--- src/rtl/cell_editor.sv ---
// cell_editor: queues cell toggles and applies each one as a read-modify-write of the board word, only inside the renderer blank window.
// Optional whole-board clear is compiled in with CELL_EDITOR_CLEAR_EN.
module cell_editor #(
    parameter int READ_LATENCY   = 2,
    parameter int FIFO_DEPTH     = 4,
    parameter int WORD_SIZE      = 16,
    parameter int LOG_WORD_SIZE  = 4,
    parameter int BOARD_SIZE     = 64,
    parameter int LOG_BOARD_SIZE = 6,
    parameter int LOG_MAX_ADDR   = 8
) (
    input  logic                      clk_130mhz,
    input  logic                      rst_n_in,
    input  logic                      toggle_valid_in,
    output logic                      toggle_ready_out,
    input  logic [LOG_BOARD_SIZE-1:0] toggle_x_in,
    input  logic [LOG_BOARD_SIZE-1:0] toggle_y_in,
    input  logic                      clear_in,
    input  logic                      done_in,
    output logic [LOG_MAX_ADDR-1:0]   addr_out,
    input  logic [WORD_SIZE-1:0]      data_in,
    output logic [WORD_SIZE-1:0]      data_out,
    output logic                      we_out,
    output logic                      busy_out
);
    // state | meaning
    // IDLE  | waiting for a queued toggle (or pending clear) and an open blank window
    // READ  | board word address driven, waiting out the BRAM read latency
    // WRITE | write back the word with the cell bit flipped, pop the queue
    // CLEAR | zero one word per blank-window cycle until the board is empty
    localparam int WORDS_PER_ROW = BOARD_SIZE / WORD_SIZE;
    localparam int PTR_W         = $clog2(FIFO_DEPTH);
    localparam int LAT_W         = $clog2(READ_LATENCY + 1);

    typedef enum logic [1:0] {
        IDLE,
        READ,
        WRITE
`ifdef CELL_EDITOR_CLEAR_EN
        , CLEAR
`endif
    } state_t;

    state_t                    state;
    logic [LOG_BOARD_SIZE-1:0] fifo_x [FIFO_DEPTH];
    logic [LOG_BOARD_SIZE-1:0] fifo_y [FIFO_DEPTH];
    logic [PTR_W:0]            wr_ptr, rd_ptr, wr_nxt, rd_nxt;
    logic                      empty, full, push, pop, flush, clear_pending_nxt;
    logic [LAT_W-1:0]          lat_cnt;
    logic [WORD_SIZE-1:0]      cur_mask;
    logic [LOG_BOARD_SIZE-1:0] head_x, head_y;
    logic [LOG_MAX_ADDR-1:0]   head_addr;
    logic [LOG_WORD_SIZE-1:0]  head_bit;

    assign empty = (wr_ptr == rd_ptr);
    assign full  = (wr_ptr[PTR_W] != rd_ptr[PTR_W]) &&
                   (wr_ptr[PTR_W-1:0] == rd_ptr[PTR_W-1:0]);

    assign head_x    = fifo_x[rd_ptr[PTR_W-1:0]];
    assign head_y    = fifo_y[rd_ptr[PTR_W-1:0]];
    assign head_addr = (LOG_MAX_ADDR'(head_y) * LOG_MAX_ADDR'(WORDS_PER_ROW)) +
                       LOG_MAX_ADDR'(head_x >> LOG_WORD_SIZE);
    assign head_bit  = LOG_WORD_SIZE'(WORD_SIZE - 1) - head_x[LOG_WORD_SIZE-1:0];

`ifdef CELL_EDITOR_CLEAR_EN
    localparam int NUM_WORDS = BOARD_SIZE * BOARD_SIZE / WORD_SIZE;
    logic                    clear_pending;
    logic                    clr_last;
    logic [LOG_MAX_ADDR-1:0] clr_cnt;

    assign flush             = clear_in && (state != CLEAR);
    assign clr_last          = (state == CLEAR) && done_in &&
                               (clr_cnt == LOG_MAX_ADDR'(NUM_WORDS - 1));
    assign clear_pending_nxt = flush || (clear_pending && !clr_last);
    assign toggle_ready_out  = !full && (state != CLEAR) && !clear_pending;
`else
    logic unused_clear;
    assign unused_clear      = clear_in;
    assign flush             = 1'b0;
    assign clear_pending_nxt = 1'b0;
    assign toggle_ready_out  = !full;
`endif

    assign push = toggle_valid_in && toggle_ready_out;
    // A clear issued mid-RMW has already emptied the queue, so WRITE must not pop.
    assign pop  = (state == WRITE) && !empty;

    always_comb begin
        wr_nxt = wr_ptr;
        rd_nxt = rd_ptr;
        if (flush) begin
            rd_nxt = wr_ptr;
        end else begin
            if (push) wr_nxt = wr_ptr + (PTR_W + 1)'(1);
            if (pop)  rd_nxt = rd_ptr + (PTR_W + 1)'(1);
        end
    end

    always_ff @(posedge clk_130mhz) begin
        if (push) begin
            fifo_x[wr_ptr[PTR_W-1:0]] <= toggle_x_in;
            fifo_y[wr_ptr[PTR_W-1:0]] <= toggle_y_in;
        end
    end

    always_ff @(posedge clk_130mhz or negedge rst_n_in) begin
        if (!rst_n_in) begin
            state    <= IDLE;
            wr_ptr   <= '0;
            rd_ptr   <= '0;
            lat_cnt  <= '0;
            cur_mask <= '0;
            addr_out <= '0;
            data_out <= '0;
            we_out   <= 1'b0;
            busy_out <= 1'b0;
`ifdef CELL_EDITOR_CLEAR_EN
            clear_pending <= 1'b0;
            clr_cnt       <= '0;
`endif
        end else begin
            wr_ptr   <= wr_nxt;
            rd_ptr   <= rd_nxt;
            busy_out <= (wr_nxt != rd_nxt) || (state == READ) || clear_pending_nxt;
            we_out   <= 1'b0;
`ifdef CELL_EDITOR_CLEAR_EN
            clear_pending <= clear_pending_nxt;
`endif
            case (state)
                IDLE: begin
`ifdef CELL_EDITOR_CLEAR_EN
                    if (clear_pending && done_in) begin
                        state <= CLEAR;
                    end else
`endif
                    if (!empty && done_in) begin
                        state    <= READ;
                        addr_out <= head_addr;
                        cur_mask <= WORD_SIZE'(1) << head_bit;
                        lat_cnt  <= LAT_W'(READ_LATENCY - 1);
                    end
                end
                READ: begin
                    if (lat_cnt == '0) state <= WRITE;
                    else               lat_cnt <= lat_cnt - LAT_W'(1);
                end
                WRITE: begin
                    data_out <= data_in ^ cur_mask;
                    we_out   <= 1'b1;
                    state    <= IDLE;
                end
`ifdef CELL_EDITOR_CLEAR_EN
                CLEAR: begin
                    if (done_in) begin
                        addr_out <= clr_cnt;
                        data_out <= '0;
                        we_out   <= 1'b1;
                        clr_cnt  <= clr_cnt + LOG_MAX_ADDR'(1);
                        if (clr_last) state <= IDLE;
                    end
                end
`endif
                default: state <= IDLE;
            endcase
        end
    end
endmodule
--- config.mk ---
export PLATFORM = sky130hd
export DESIGN_NAME = cell_editor
export DESIGN_NICKNAME = d
export VERILOG_FILES = /design/src/rtl/cell_editor.sv
export SDC_FILE = /design/constraint.sdc
export NUM_CORES = 1
export LEC_CHECK = 0
export CAP_MARGIN = 20
export CORE_ASPECT_RATIO = 0.5
export CORE_MARGIN = 2
export CORE_UTILIZATION = 58
export DETAILED_ROUTE_END_ITERATION = 16
export PLACE_DENSITY_LB_ADDON = 0.3
export SLEW_MARGIN = 20
export SYNTH_ARGS = -nofsm -noshare
export SYNTH_HDL_FRONTEND = slang
export SYNTH_SLANG_ARGS = --single-unit
--- constraint.sdc ---
create_clock -name clk_130mhz -period 2.7 [get_ports clk_130mhz]
set_input_delay 0.405 -clock clk_130mhz [delete_from_list [all_inputs] [get_ports clk_130mhz]]
set_output_delay 0.405 -clock clk_130mhz [all_outputs]
set_load 0.1 [all_outputs]
Word level (Yosys, flattened, before mapping)

Memory sizes are Yosys's and may differ from the RTL's.
Cells that the tools add are included.

Equal/unequal tests: 9
Shifts and indexed selects: 1
$lt $le $gt $ge: 0
Multiply operators: 0
Muxes and demuxes: 10
Div/mod/pow operators: 0
Bitwise operators: 1
Reductions and logical operators: 13
Add/subtract/negate cells: 5

Operators with widths:

| operator                                         | count |
|---|---|
| left shift 1 x 4 -> 16 bit, first input constant | 1 |
| XOR 16 bit                                       | 1 |
| adder 8 x 2 -> 8 bit                             | 1 |
| case mux 2 bit (2 select lines)                  | 2 |
| adder 3 x 1 -> 3 bit, second input constant      | 2 |
| two-way mux 2 bit                                | 3 |
| two-way mux 3 bit                                | 2 |
| logical AND 1 bit                                | 4 |
| logical NOT 2 bit                                | 2 |
| != test 2 bit, second input constant             | 2 |
| AND reduction 2 bit                              | 2 |
| subtractor 4 bit, first input constant           | 1 |
| == test 3 bit                                    | 1 |
| two-way mux 1 bit                                | 3 |
| != test 3 bit                                    | 1 |
| AND reduction 3 bit                              | 1 |
| == test 2 x 1 -> 1 bit, second input constant    | 1 |
| == test 2 bit                                    | 1 |
| == test 2 bit, second input constant             | 1 |
| logical NOT 1 bit                                | 2 |
| != test 2 x 1 -> 1 bit, second input constant    | 1 |
| nonzero test 2 bit                               | 1 |
| subtractor 2 x 1 -> 2 bit, second input constant | 1 |
| logical OR 1 bit                                 | 1 |
| != test 1 bit                                    | 1 |

Memories: 2
Bits in writable memories: 48
Output and inout port bits: 27
Latch bits: 0
Register bits: 52
Memory bits (read-only): 0

Memories:

| memory | words | bits a word | rd ports | clocked after memory_dff | write ports | RTL line | source |
|---|---|---|---|---|---|---|---|
| fifo_x | 4     | 6           | 1        | 0                        | 1           | 45       | `logic [LOG_BOARD_SIZE-1:0] fifo_x [FIFO_DEPTH];` |
| fifo_y | 4     | 6           | 1        | 0                        | 1           | 46       | `logic [LOG_BOARD_SIZE-1:0] fifo_y [FIFO_DEPTH];` |

Longest topological paths before layout

Depth in word-level cells: 7
Mapped depth: 8

Worst setup path after synthesis

No wires, ideal clock.

Path kind: register to register
Start point: reg rd_ptr[0]
End point: mem fifo_x[0][0], enable pin
Slack: 0.275 ns
Arrival: 2.070 ns
Clock period less this slack: 2.425 ns
Setup time: 0.355 ns
Data required time: 2.345 ns
Cell stages (with the launch flop): 6
Cell sequence: dfrtp_1 -> buf_6 -> xor2_2 -> nor2_1 -> nand2_1 -> and3_1

Word-level cells in the longest chain between the ends: 6

Ends and longest elaborated chain:

| item                                    | RTL line | source |
|---|---|---|
| start, declared                         | 47       | `logic [PTR_W:0] wr_ptr, rd_ptr, wr_nxt, rd_nxt;` |
| start signal, assigned                  | 123      | `rd_ptr <= rd_nxt;` |
| == test 2 bit                           | 57       | `(wr_ptr[PTR_W-1:0] == rd_ptr[PTR_W-1:0]);` |
| logical AND 1 bit                       | 56       | `assign full = (wr_ptr[PTR_W] != rd_ptr[PTR_W]) &&` |
| logical NOT 1 bit                       | 81       | `assign toggle_ready_out = !full;` |
| via toggle_ready_out                    | 15       | `output logic toggle_ready_out,` |
| logical AND 1 bit                       | 84       | `assign push = toggle_valid_in && toggle_ready_out;` |
| two-way mux 1 bit                       | 100      | `if (push) begin` |
| two-way mux 1 bit (not written as such) | 101      | `fifo_x[wr_ptr[PTR_W-1:0]] <= toggle_x_in;` |
| end, declared                           | 45       |  |

The timed path passes the listed nets, and every way through them passes these cells.

Worst setup path in the final report

Start point: reg rd_ptr[0]
End point: out toggle_ready_out

Word-level cells in the longest chain between the ends: 3

Ends and longest elaborated chain:

| item              | RTL line |
|---|---|
| == test 2 bit     | 57 |
| logical AND 1 bit | 56 |
| logical NOT 1 bit | 81 |
| end, declared     | 15 |

No other way between the ends.

==> reports/metrics.yaml <==
antenna_found_initial: 0
critPathSlowestCell: "dfrtp_1"
postSynthAreaPerCell_sq_um: 14.9
cts_buffers: 9
core-area_sq_um: 6830
vias_per_cell: 5.46
row_count: 21
crit_arrival_ns: 1.72
fillers: 428
synth_top_area_share_pct: 34.5
wl_microns: 7750
routedWlPerCell_microns: 17.5
die_w_microns: 124
hold_viol_final: 0
ctsHoldBuffers: 0
post_cts_buffers: 0
grt_pass1_vias: 2449
path_clk_slew_ns: 0.06
vias: 2426
critical_path_class: "flop to output pin"
final_common_cell: "dfrtp_1"
path_delay_family: "flip-flops"
grtUsageTotal_pct: 21.8
synth-edff-count: 48
drive_gt1_share_pct: 23.0
ant_nets: 0
critical_path_peak_fanout: 5
synth.area.top_cells: "edfxtp_1 34%, dfrtp_1 31%, xnor2_1 4.4%"
maxSlewHeadroom_pct: 59.1
cp_cell_sequence: "xor2_2 -> nor2_1 -> nand2_1 -> buf_12"
crit_path_start_kind: "flop"
root_buffer: "clkbuf_16"
synthDistinctLibCells: 46
yosysWarnings: 0
yosysTopAreaCell: "edfxtp_1"
overflow: 0
min_period_ns: 2.12
hpwl_microns: 5160
fp.dieH_microns: 64.0
ys.flop_type: "dfrtp_1"
clk_latency_ns: 0.34
period_share_pct: 78.6
nNetsFinal: 386
finalClockSkew_ns: 0.00358
drt_iter0_markers: 152
hp-class: "input port to asynchronous set/reset pin"
syn_area_sq_um: 4180
synthToLayoutAreaGrowth_pct: 23.9
synth_fp_nets: 319
drv_slew: 0
grt_first_pass_wirelength_microns: 12300
mostFrequentLayoutCells: "52 x dfrtp_1, 48 x edfxtp_1, 37 x buf_4"
firstDrtPassIters: 4
initial_utilization_pct: 61.2
cts_tree: "yes"
dpl-instance-area_sq_um: 4820
htreeDepth: 3
die_area_sq_um: 7950
outcome: "complete, no violations"
synth_seq_cells: 100
cts_buffer_depth: 2
portBuffers: 58
grt_max_degree: 33
place_congestion: 0.755
end_kind: "output pin"
io_pins: 60
rsz0062_at_grt: "no"
crit_buf_inv: 1
insertedDiodeCount: 0
cp.required_ns: 2.30
cap_violations: 0
final_area_sq_um: 5180
max_stage_delay_ns: 0.48
worstMarginPinSlew_ns: 0.613
ys_seq_area_share_pct: 65.6
synthCells: 280
cts_sinks: 100
setup_violations: 0
synthArstFlopShare_pct: 52.0
setup_tns_ns: 0
cts_resized: 0
route.detailed.drc: 0
fmax_mhz: 471
kinds of logic after synthesis:
kind of cell / synth area share [%]
buf+inv: 2.60
xor+xnor: 6.19
simple gates: 7.45
compound gates: 7.12
mux: 9.25
flops: 65.6
fa+ha+maj: 1.80
routing by layer:
layer / part of all wire [%] / GRT usage [%] / wire, microns
met5: 0 / 0 / 0
met4: 1.3 / 6.18 / 104
met3: 6.6 / 9.20 / 515
met2: 50 / 36.7 / 3850
met1: 42 / 26.0 / 3280
cell usage after synthesis, drive strengths merged, types with 4 or more instances:
cell	number
nand2b	4
xor2	4
inv	7
buf	7
nor2	6
and3	4
clkbuf	6
mux4	12
a22o	8
edfxtp	48
mux2	9
nand2	30
ha	6
dfrtp	52
xnor2	23
o21ai	28
worst reg2reg max path: cells and delay by family (launching register included):
kind | cells | cell delay, ns
simple gates | 3 | 0.71
flops | 1 | 0.53
xor+xnor | 1 | 0.28
buf+inv | 1 | 0.26
stage by stage:
step	setup slack [ns]	util (%)	hold slack, ns	instances
2_1_floorplan	0.275	-	0.109	280
3_3_place_gp	0.597	70.5	0.440	428
3_5_place_dp	0.553	70.5	0.448	428
4_1_cts	0.570	75.8	0.0771	444
5_1_grt	0.500	75.8	0.0992	444
6_report	0.577	75.8	0.0660	444
path summary, 6_finish.rpt:
path	start	end	slack, ns	cells after the start
max	rd_ptr[0]	toggle_ready_out	0.58	4
min	rst_n_in	addr_out[2]	0.07	1
max reg2reg	wr_ptr[0]	fifo_y[0][4]	0.63	5
min reg2reg	data_out[4]	data_out[4]	0.48	2
max in group asynchronous	rst_n_in	data_out[8]	1.99	2
min in group clk_130mhz	data_out[4]	data_out[4]	0.48	2
state kept, by name, summed over array words and instances (netlist names):
register	cells
addr_out	8
busy_out	1
cur_mask	16
data_out	16
fifo_x	24
fifo_y	24
lat_cnt	2
rd_ptr	3
state	2
we_out	1
wr_ptr	3
final cells by class:
type / instances / area (sq um) / share of cell area, %
clock inverters: 7 / 138 / 2.66
repair buffers: 69 / 603 / 11.6
flip-flops and latches: 100 / 2740 / 52.9
inverters: 7 / 26.3 / 0.507
clock buffers: 9 / 225 / 4.35
well taps: 92 / 115 / 2.22
multi-input cells: 160 / 1330 / 25.7
Power is not shown: default switching activity piles up to over one toggle a cycle in this logic, so the estimate is an artifact.
